[config.mk]
export PLATFORM = sky130hd
export DESIGN_NAME = ux607_jtagpinport_sync
export DESIGN_NICKNAME = d
export VERILOG_FILES = /design/src/rtl/ux607_jtagpinport_sync.sv
export SDC_FILE = /design/constraint.sdc
export NUM_CORES = 1
export LEC_CHECK = 0
export ABC_AREA = 1
export BUFFER_PORTS_ARGS = -buffer_cell sky130_fd_sc_hd__buf_2
export CAP_MARGIN = 40
export CORE_MARGIN = 10
export CORE_UTILIZATION = 42
export DETAILED_ROUTE_END_ITERATION = 7
export GPL_TIMING_DRIVEN = 0
export PLACE_DENSITY = 0.64
export SLEW_MARGIN = 20
export SYNTH_ARGS = -nofsm -noshare
export SYNTH_HDL_FRONTEND = slang
export SYNTH_SLANG_ARGS = --single-unit
[constraint.sdc]
create_clock -name clock -period 1.55 [get_ports clock]
set_input_delay 0.155 -clock clock [delete_from_list [all_inputs] [get_ports clock]]
set_output_delay 0.155 -clock clock [all_outputs]
set_load 0.05 [all_outputs]
[src/rtl/ux607_jtagpinport_sync.sv]
// ux607_jtagpinport_sync
// Conditions the JTAG pad inputs for the debug module. TCK/TMS/TDI (and
// TRST_n) are oversampled on the system clock, passed through a synchronizer
// chain and a per-channel stability filter. Filtered TCK edges are reported as
// one-cycle strobes. TDO and its enable are launched from a register that
// updates on the filtered TCK falling edge.
//
// Optional feature macro: UX607_JTAGPORT_TRST_EN
//   defined   : TRST_n pad is sampled and filtered; io_jtag_TRST = ~filtered TRST_n.
//   undefined : TRST_n pad is ignored and disabled; io_jtag_TRST comes from a
//               2-flop stretcher that holds TRST for 2 clocks after reset.
//
// Ports:
//   clock, reset                      system clock, async active-high reset
//   io_pins_<pad>_i_ival              pad input values (TDO unused)
//   io_pins_<pad>_o_{oval,oe,ie,pue,ds} pad controls
//   io_jtag_TCK/TMS/TDI               filtered JTAG inputs
//   io_jtag_TRST                      active-high TAP reset
//   io_jtag_TCK_rise/TCK_fall         one-cycle filtered TCK edge strobes
//   io_jtag_TDO, io_jtag_DRV_TDO      TDO data / enable from the TAP
module ux607_jtagpinport_sync #(
  parameter int unsigned SYNC_STAGES = 2,
  parameter int unsigned FILT_CYCLES = 3,
  parameter bit          PULLUP_EN   = 1'b1
) (
  input  logic clock,
  input  logic reset,

  input  logic io_pins_TCK_i_ival,
  input  logic io_pins_TMS_i_ival,
  input  logic io_pins_TDI_i_ival,
  input  logic io_pins_TDO_i_ival,
  input  logic io_pins_TRST_n_i_ival,

  output logic io_pins_TCK_o_oval,
  output logic io_pins_TCK_o_oe,
  output logic io_pins_TCK_o_ie,
  output logic io_pins_TCK_o_pue,
  output logic io_pins_TCK_o_ds,
  output logic io_pins_TMS_o_oval,
  output logic io_pins_TMS_o_oe,
  output logic io_pins_TMS_o_ie,
  output logic io_pins_TMS_o_pue,
  output logic io_pins_TMS_o_ds,
  output logic io_pins_TDI_o_oval,
  output logic io_pins_TDI_o_oe,
  output logic io_pins_TDI_o_ie,
  output logic io_pins_TDI_o_pue,
  output logic io_pins_TDI_o_ds,
  output logic io_pins_TDO_o_oval,
  output logic io_pins_TDO_o_oe,
  output logic io_pins_TDO_o_ie,
  output logic io_pins_TDO_o_pue,
  output logic io_pins_TDO_o_ds,
  output logic io_pins_TRST_n_o_oval,
  output logic io_pins_TRST_n_o_oe,
  output logic io_pins_TRST_n_o_ie,
  output logic io_pins_TRST_n_o_pue,
  output logic io_pins_TRST_n_o_ds,

  output logic io_jtag_TCK,
  output logic io_jtag_TMS,
  output logic io_jtag_TDI,
  output logic io_jtag_TRST,
  output logic io_jtag_TCK_rise,
  output logic io_jtag_TCK_fall,
  input  logic io_jtag_TDO,
  input  logic io_jtag_DRV_TDO
);

`ifdef UX607_JTAGPORT_TRST_EN
  localparam int unsigned NCH = 4;
`else
  localparam int unsigned NCH = 3;
`endif
  localparam int unsigned CNT_W = 4;
  // Channel order: 0 TCK, 1 TMS, 2 TDI, 3 TRST_n. Idle-safe reset levels.
  localparam logic [3:0]       RST_VAL   = 4'b0110;
  localparam logic [CNT_W-1:0] FILT_LAST = CNT_W'(FILT_CYCLES);

  logic [NCH-1:0] w_pad_in;
  logic [NCH-1:0] w_filt;
  logic           w_unused;

  assign w_pad_in[0] = io_pins_TCK_i_ival;
  assign w_pad_in[1] = io_pins_TMS_i_ival;
  assign w_pad_in[2] = io_pins_TDI_i_ival;
`ifdef UX607_JTAGPORT_TRST_EN
  assign w_pad_in[3] = io_pins_TRST_n_i_ival;
  assign w_unused    = io_pins_TDO_i_ival;
`else
  assign w_unused    = io_pins_TDO_i_ival ^ io_pins_TRST_n_i_ival;
`endif

  // Per-channel synchronizer and stability filter.
  for (genvar g = 0; g < NCH; g++) begin : g_ch
    logic [SYNC_STAGES-1:0] r_sync;
    logic                   r_filt;
    logic [CNT_W-1:0]       r_cnt;
    logic                   w_s;

    assign w_s = r_sync[SYNC_STAGES-1];

    always_ff @(posedge clock or posedge reset) begin
      if (reset) begin
        r_sync <= {SYNC_STAGES{RST_VAL[g]}};
      end else begin
        r_sync <= {r_sync[SYNC_STAGES-2:0], w_pad_in[g]};
      end
    end

    // Any sample matching the filtered level restarts the stability count.
    always_ff @(posedge clock or posedge reset) begin
      if (reset) begin
        r_filt <= RST_VAL[g];
        r_cnt  <= '0;
      end else if (w_s == r_filt) begin
        r_cnt  <= '0;
      end else if ((r_cnt + CNT_W'(1)) == FILT_LAST) begin
        r_filt <= w_s;
        r_cnt  <= '0;
      end else begin
        r_cnt  <= r_cnt + CNT_W'(1);
      end
    end

    assign w_filt[g] = r_filt;
  end

  // TCK edge detection; the delayed copy resets to the filter reset level so
  // reset and its release never produce a strobe.
  logic r_tck_q;
  logic w_tck_rise;
  logic w_tck_fall;

  always_ff @(posedge clock or posedge reset) begin
    if (reset) r_tck_q <= 1'b0;
    else       r_tck_q <= w_filt[0];
  end

  assign w_tck_rise = w_filt[0] & ~r_tck_q;
  assign w_tck_fall = ~w_filt[0] & r_tck_q;

  // TDO launch on the filtered TCK falling edge.
  logic r_tdo_q;
  logic r_oe_q;

  always_ff @(posedge clock or posedge reset) begin
    if (reset) begin
      r_tdo_q <= 1'b0;
      r_oe_q  <= 1'b0;
    end else if (w_tck_fall) begin
      r_tdo_q <= io_jtag_TDO;
      r_oe_q  <= io_jtag_DRV_TDO;
    end
  end

`ifdef UX607_JTAGPORT_TRST_EN
  assign io_jtag_TRST          = ~w_filt[3];
  assign io_pins_TRST_n_o_ie   = 1'b1;
  assign io_pins_TRST_n_o_pue  = PULLUP_EN;
`else
  // Without a TRST pad, hold TAP reset for two clocks after system reset.
  logic [1:0] r_trst_stretch;

  always_ff @(posedge clock or posedge reset) begin
    if (reset) r_trst_stretch <= 2'b11;
    else       r_trst_stretch <= {r_trst_stretch[0], 1'b0};
  end

  assign io_jtag_TRST          = r_trst_stretch[1];
  assign io_pins_TRST_n_o_ie   = 1'b0;
  assign io_pins_TRST_n_o_pue  = 1'b0;
`endif
  assign io_pins_TRST_n_o_oval = 1'b0;
  assign io_pins_TRST_n_o_oe   = 1'b0;
  assign io_pins_TRST_n_o_ds   = 1'b0;

  assign io_jtag_TCK      = w_filt[0];
  assign io_jtag_TMS      = w_filt[1];
  assign io_jtag_TDI      = w_filt[2];
  assign io_jtag_TCK_rise = w_tck_rise;
  assign io_jtag_TCK_fall = w_tck_fall;

  // Input-only pads.
  assign io_pins_TCK_o_oval = 1'b0;
  assign io_pins_TCK_o_oe   = 1'b0;
  assign io_pins_TCK_o_ie   = 1'b1;
  assign io_pins_TCK_o_pue  = PULLUP_EN;
  assign io_pins_TCK_o_ds   = 1'b0;
  assign io_pins_TMS_o_oval = 1'b0;
  assign io_pins_TMS_o_oe   = 1'b0;
  assign io_pins_TMS_o_ie   = 1'b1;
  assign io_pins_TMS_o_pue  = PULLUP_EN;
  assign io_pins_TMS_o_ds   = 1'b0;
  assign io_pins_TDI_o_oval = 1'b0;
  assign io_pins_TDI_o_oe   = 1'b0;
  assign io_pins_TDI_o_ie   = 1'b1;
  assign io_pins_TDI_o_pue  = PULLUP_EN;
  assign io_pins_TDI_o_ds   = 1'b0;

  // Output-only TDO pad.
  assign io_pins_TDO_o_oval = r_tdo_q;
  assign io_pins_TDO_o_oe   = r_oe_q;
  assign io_pins_TDO_o_ie   = 1'b0;
  assign io_pins_TDO_o_pue  = 1'b0;
  assign io_pins_TDO_o_ds   = 1'b0;

endmodule

==> results.md, run 1 <==
* Run status: complete, no violations
* Biggest area contributors in the synthesized netlist: sky130_fd_sc_hd__dfrtp_1 (34%), sky130_fd_sc_hd__dfstp_2 (16%), sky130_fd_sc_hd__buf_4 (13%), sky130_fd_sc_hd__nand2_2 (6.6%), sky130_fd_sc_hd__inv_1 (6.0%)
* Post-synthesis cell type count at 14
* Achievable frequency at 0.684 GHz
* Area of the core at 3030 um^2
* Post-synthesis average cell area at about 9.4 um^2
* Port bufs at 14
* Via-to-Cell Ratio at between 3 and 4
* CTS H-Tree Depth at 1
* Number of register bits inferred by synthesis at 26
* Hold Crit Depth at 3
* Die span in x at between 70 and 80 um
* Clock latency on the worst-skew pair at around 0.32 ns
* CP Data Arrival Time at around 1.3 ns
* Type of the worst min-delay path: input port to register
* Synth area leader: sky130_fd_sc_hd__dfrtp_1
* Total setup buffers inserted after CTS at 0
* Final ANT Viol Nets at 0
* WS Path Type: register to primary output
* Total power at between 2 and 3 mW
* Count of non-filler cells in the finished layout at about 230
* Post-Route Hold Slack at between 0.03 and 0.04 ns
* Fraction of post-synthesis cell area in the top cell type by area at 0.342
* Count of cells along the worst register-to-register path at 8
* Static leakage power at 0.893 nW
* Number of pins with negative max-slew slack in the final report at 0
* Adder and majority cell fraction of the synthesized area at 0.0569
* Clock-pin transition on the worst setup and hold timing paths at 0.14 ns
* Cells after synthesis at 140
* R2R Setup Slk at between 0.3 and 0.4 ns
* Aggregate routed wire length at approximately 2300 um
* CTS sink cnt at 26
* Worst path required time at approximately 1.4 ns
* Hold violation total from the final report at 0
* Initial DRC Count at 22
* Sequential element share of the synthesized area at 0.501
* Element type at the critical path end: primary output
* Overall global routing resource usage at 0.0795
* ANT cells at 0
* Die area at slightly below 6000 um^2
* Global route overflow at 0
* Area of the mapped netlist at roughly 1300 um^2
* Pre-CTS setup slack at between 0.3 and 0.4 ns
* Maximum vdd drop at around 940 uV
* Max Clock Skew at approximately 0.0025 ns
* Starting utilization of the core area at 0.436
* Total clock buffers created by CTS at 3
* Layout cells sized above 1 at 0.368
* Count of vias placed by the detailed router at 911
* Simple-gate area share of the yosys netlist at 0.214
* Total DRC errors in the routed layout at 0
* Detailed Routing Iterations Pass 1 at 4
* Initial antenna violation count at 0
* Clock tree from TritonCTS: done
* Final setup margin at 0.0882 ns
* Final critical delay including setup and external delays at around 1.5 ns
* Multiplexer fraction of the synthesized cell area at 0
* Post-synthesis compound-gate area fraction at 0.0114
* Height of the chip at 76.0 um
* Xor-xnor portion of the synthesized cell area at 0.0199
* Wire length of the first global-routing pass at roughly 4000 um
* Maximum clock path buffer count at 2
* Power per cell area at around 1600 nW/um^2
* Final period utilization at 0.943
* Top Ports at 40
* Synth-to-Final Area Change at 25.2%
* Layout Utilization at 0.545
* Post-DR wirelength/cell at a little under 10 um
* Placement Rows at 20
* Element type at the critical path start: register
* Net count of the finished layout at between 200 and 250
* Routability cong. at between 0.6 and 0.7
* Maxcap violations at 0
* Via count of the first global-routing pass at around 970
* Final setup violating endpoints at 0
* Cell at the root of the clock tree: sky130_fd_sc_hd__clkbuf_4
* Critical path fanouts, max at 5
* Pin count of the biggest net entering global routing at 21
* DP HPWL at around 1900 um
* Number of warnings printed during yosys synthesis at 0
* Main combinational cell family by area after synthesis: simple AND/OR/NAND/NOR gates
* Placed Cells incl. Taps at between 200 and 250
-- flip-flops by register name, indices dropped and copies added (netlist names) --
name                count
io_jtag_TCK             1
r_tck_q                 1
g_ch.r_sync             6
io_jtag_TMS             1
g_ch.r_cnt             12
io_jtag_TDI             1
r_trst_stretch          2
io_pins_TDO_o_oe        1
io_pins_TDO_o_oval      1
-- worst paths after layout --
| check | startpoint | end |
|---|---|---|
| max | io_jtag_TCK | io_jtag_TCK_fall |
| min in group asynchronous | reset | g_ch[1].r_cnt[3] |
| min | io_jtag_DRV_TDO | io_pins_TDO_o_oe |
| max reg2reg | g_ch[1].r_cnt[0] | g_ch[1].r_cnt[0] |
| max in group asynchronous | reset | g_ch[2].r_sync[1] |
| min reg2reg | g_ch[1].r_sync[0] | g_ch[1].r_sync[1] |
-- cells by family (layout without fill, tap and decap cells) --
| logic type | after synthesis | count (layout) |
|---|---|---|
| fa+ha+maj | 6 | 6 |
| other cells | 2 | 24 |
| compound gates | 3 | 3 |
| xor+xnor | 3 | 3 |
| simple gates | 56 | 56 |
| buf+inv | 44 | 67 |
| flops | 26 | 26 |
-- where the power goes --
group / internal (mW) / leakage [nW] / total, mW / switching (mW)
Combinational: 0.324 / 0.547 / 1.12 / 0.797
Clock: 0.261 / 0.0279 / 0.459 / 0.198
Sequential: 0.865 / 0.318 / 1.02 / 0.155
-- worst max-delay path: stages (launching register included) --
cell,delay [ns]
sky130_fd_sc_hd__dfrtp_1,0.45
sky130_fd_sc_hd__inv_1,0.10
sky130_fd_sc_hd__nand2_1,0.08
sky130_fd_sc_hd__inv_1,0.11
sky130_fd_sc_hd__clkbuf_4,0.24
-- metrics by stage --
step	setup TNS [ns]	instance area [um^2]
after global routing	-0.00408	1650
after floorplan	0	1400
after detailed placement	0	1560
after global placement	0	1530
final	0	1650
after CTS	0	1650
-- Yosys cell counts --
master and instances:
sky130_fd_sc_hd__buf_4 23, sky130_fd_sc_hd__inv_1 21, sky130_fd_sc_hd__nand2_1 20, sky130_fd_sc_hd__dfrtp_1 18
sky130_fd_sc_hd__nand2_2 14, sky130_fd_sc_hd__nor2_1 10, sky130_fd_sc_hd__dfstp_2 8, sky130_fd_sc_hd__ha_1 6
sky130_fd_sc_hd__nand3_1 6, sky130_fd_sc_hd__a21oi_1 3, sky130_fd_sc_hd__nand4_1 3, sky130_fd_sc_hd__nor2_4 3
sky130_fd_sc_hd__xor2_1 3, sky130_fd_sc_hd__conb_1 2
-- layout by cell type, fill, tap and decap left out, drive strengths merged --
cell,instances
conb,24
nand2,34
xor2,3
ha,6
bufinv,1
clkbuf,4
dfstp,8
inv,21
nor2,13
buf,37
nand4,3
dfrtp,18
nand3,6
a21oi,3
dlygate4sd3,4
-- layer usage --
metal,routed length [um],track usage,up-vias
li1,-,-,461
met1,910,0.0847,413
met2,1090,0.134,32
met3,225,0.0330,5
met4,40,0.0341,0
met5,0,0,-
-- final cells by class --
type / count / area, um^2
repair buffers: 19 / 140
well taps: 44 / 55.1
fillers: 275 / 1380
clock inverters: 1 / 30.0
multi-input cells: 92 / 492
plain buffers: 23 / 173
flip-flops and latches: 26 / 661
clock buffers: 3 / 22.5
inverters: 21 / 78.8
-- what timing repair did --
item | 4_1_cts | 5_1_grt
endpoints found under the hold margin | 4 | 0
hold buffers | 4 | 0
resized for setup | 0 | 1
endpoints found under the setup margin | 0 | 1
Power figures use the tool's default switching activity.
==> inputs of run 2 (changes only) <==
CORE_UTILIZATION = 50   (was 42)
PLACE_DENSITY = 0.75   (was 0.64)
==> results.md, run 2 (synthesis gave the netlist of run 1 again) <==
* Combinational cell fraction of total power at 0.455
* Port bufs at 14
* Routability cong. at ~0.73
* Final period utilization at 0.913
* Total placed instance area at 1540 um^2
* Crit path to: io_jtag_TCK_fall
* Total clock buffers created by CTS at 3
* Net switching component of the power at 1.14 mW
* DP HPWL at approximately 1900 um
* CP delay by family, top: flip-flops
* R2R Setup Slk at roughly 0.30 ns
* Metal-1 WL at between 800 and 900 um
* Startpoint of the most critical setup path: io_jtag_TCK
* Series of cell instances along the critical path: inv_1 -> nand2_1 -> inv_1 -> buf_4
* Setup total negative slack at 0 ns
* Starting utilization of the core area at 0.528
* Leading cell types in the layout, fill and taps excluded: sky130_fd_sc_hd__buf_4 (24), sky130_fd_sc_hd__conb_1 (24), sky130_fd_sc_hd__inv_1 (21)
* Die area at 5090 um^2
* Clock latency on the worst-skew pair at about 0.32 ns
* Total setup buffers inserted after CTS at 0
* Top routing layer in use: met4
* Placement Rows at 18
* Type of the worst min-delay path: input port to register
* Via-to-Cell Ratio at between 4 and 5
* Pin count of the biggest net entering global routing at 21
* Net count of the finished layout at about 200
* Critical path fanouts, max at 5
* Total power at 2.48 mW
* Via count of the first global-routing pass at about 950
* WS Path Type: register to primary output
* Reg-to-reg critical path endpoint: g_ch[2].r_cnt[1]
* Detail Route met2 WL at roughly 1200 um
* Worst path most repeated cell: sky130_fd_sc_hd__inv_1
* ANT cells at 0
* Seq. cell area at approximately 660 um^2
* Aggregate routed wire length at 2290 um
* Worst path required time at roughly 1.4 ns
* Wire length of the first global-routing pass at ~4000 um
* Number of pins with negative max-slew slack in the final report at 0
* Standard cell with the maximum stage delay on the critical path: sky130_fd_sc_hd__dfrtp_1
* Synth-to-Final Area Change at 22.7%
* Area of the core at 2500 um^2
* Achievable frequency at between 0.7 and 0.8 GHz
* Maximum vdd drop at ~1400 uV
* Global route overflow at 0
* Initial antenna violation count at 0
* Register with the highest flop count: g_ch.r_cnt
* Startpoint of the lowest-slack register-to-register path: g_ch[2].r_cnt[0]
* Filler Cells Inserted at ~210
* Cell at the root of the clock tree: sky130_fd_sc_hd__clkbuf_4
* Layout Utilization at 0.647
* Overall global routing resource usage at 0.0924
* CP Data Arrival Time at between 1 and 1.5 ns
* Wire length on met3 at about 240 um
* Die span in x at around 71 um
* Maxcap violations at 0
* Multi-input logic area at between 400 and 500 um^2
* CTS sink cnt at 26
* Final ANT Viol Nets at 0
* Pre-CTS setup slack at 0.342 ns
* Final setup violating endpoints at 0
* Top Ports at 40
* Power per cell area at between 1500 and 2000 nW/um^2
* Buffers plus inverters on the worst setup path at 3
* Element type at the critical path start: register
* Final Cell Area at between 1500 and 2000 um^2
* Clock tree from TritonCTS: done
* CTS H-Tree Depth at 1
* Max Clock Skew at between 0.004 and 0.005 ns
* Relative contribution of the clock network to total power at 0.134
* Maximum clock path buffer count at 2
* Hold violation total from the final report at 0
* Stage delay of the slowest cell on the critical path at approximately 0.44 ns
* Largest register FFs at 12
* Total DRC errors in the routed layout at 0
* Initial DRC Count at 11
* Height of the chip at about 71 um
* Count of vias placed by the detailed router at roughly 900
* Part of the power in registers at 0.411
* Clock-pin transition on the worst setup and hold timing paths at around 0.13 ns
* Run status: complete, no violations
* Internal power at between 1 and 1.5 mW
* Detailed Routing Iterations Pass 1 at 3
* Count of cells along the worst register-to-register path at 8
* Largest registers: g_ch.r_cnt x12, g_ch.r_sync x6, r_trst_stretch x2
* RSZ-0062 raised after global routing: no
* Final critical delay including setup and external delays at between 1 and 1.5 ns
* Net switching share of the total power at 0.461
* Static leakage power at ~0.89 nW
* Post-DR wirelength/cell at about 11 um
* Element type at the critical path end: primary output
* Layout cells sized above 1 at 0.368
* Final setup margin at around 0.13 ns
* Crit. path cell count at 4
[run 2: cell types whose count changed in the layout (fill, tap and decap cells not counted)]
cell                        previous run  this run
sky130_fd_sc_hd__buf_4                23        24
sky130_fd_sc_hd__bufinv_16             1         0
sky130_fd_sc_hd__clkbuf_4              4         3
sky130_fd_sc_hd__clkbuf_8              0         1
[run 2: power by group through the flow]
stage,clock network (mW),logic (mW),registers (mW)
after detailed placement,0,1.12,1.03
after global routing,0.373,1.23,1.05
after floorplan,0,0.700,1.22
final,0.331,1.13,1.02
after global placement,0,1.07,1.02
after CTS,0.348,1.13,1.02
[run 2: final cells by class]
cell class	instances	share of cell area
clock buffer	4	0.0224
buffer	23	0.107
sequential	26	0.408
timing repair buffer	19	0.0866
multi-input combinational	92	0.304
tap	30	0.0232
inverter	21	0.0487
[run 2: worst min-delay path by stage]
| stage | cells after the start | startpoint | to |
|---|---|---|---|
| final | 3 | io_jtag_DRV_TDO | io_pins_TDO_o_oe |
| after global routing | 3 | io_jtag_DRV_TDO | io_pins_TDO_o_oe |
| after CTS | 3 | io_jtag_DRV_TDO | io_pins_TDO_o_oe |
| after detailed placement | 2 | reset | r_tck_q |
| after global placement | 1 | io_pins_TDI_i_ival | g_ch[2].r_sync[0] |
| after floorplan | 0 | io_pins_TMS_i_ival | g_ch[1].r_sync[0] |
[run 2: repair_timing]
action | CTS | global route
endpoints found under the setup margin | 0 | 1
hold buffers | 4 | 0
endpoints found under the hold margin | 9 | 0
resized for setup | 0 | 2
[run 2: tightest hold or removal path: stages]
cell                      delay (ns)
sky130_fd_sc_hd__buf_2          0.07
sky130_fd_sc_hd__nand2_1        0.05
sky130_fd_sc_hd__nand2_1        0.05
[run 2: per-layer routing]
| metal | up-vias | track usage |
|---|---|---|
| met5 | - | 0 |
| met4 | 0 | 0.0387 |
| met3 | 5 | 0.0441 |
| met2 | 30 | 0.162 |
| met1 | 398 | 0.0911 |
| li1 | 464 | - |
[run 2: metrics by stage]
stage / std cells / hold slack [ns]
2_1_floorplan: 162 / 0.159
3_3_place_gp: 206 / 0.261
3_5_place_dp: 207 / 0.132
4_1_cts: 215 / 0.0239
5_1_grt: 215 / 0.0330
6_report: 215 / 0.0333
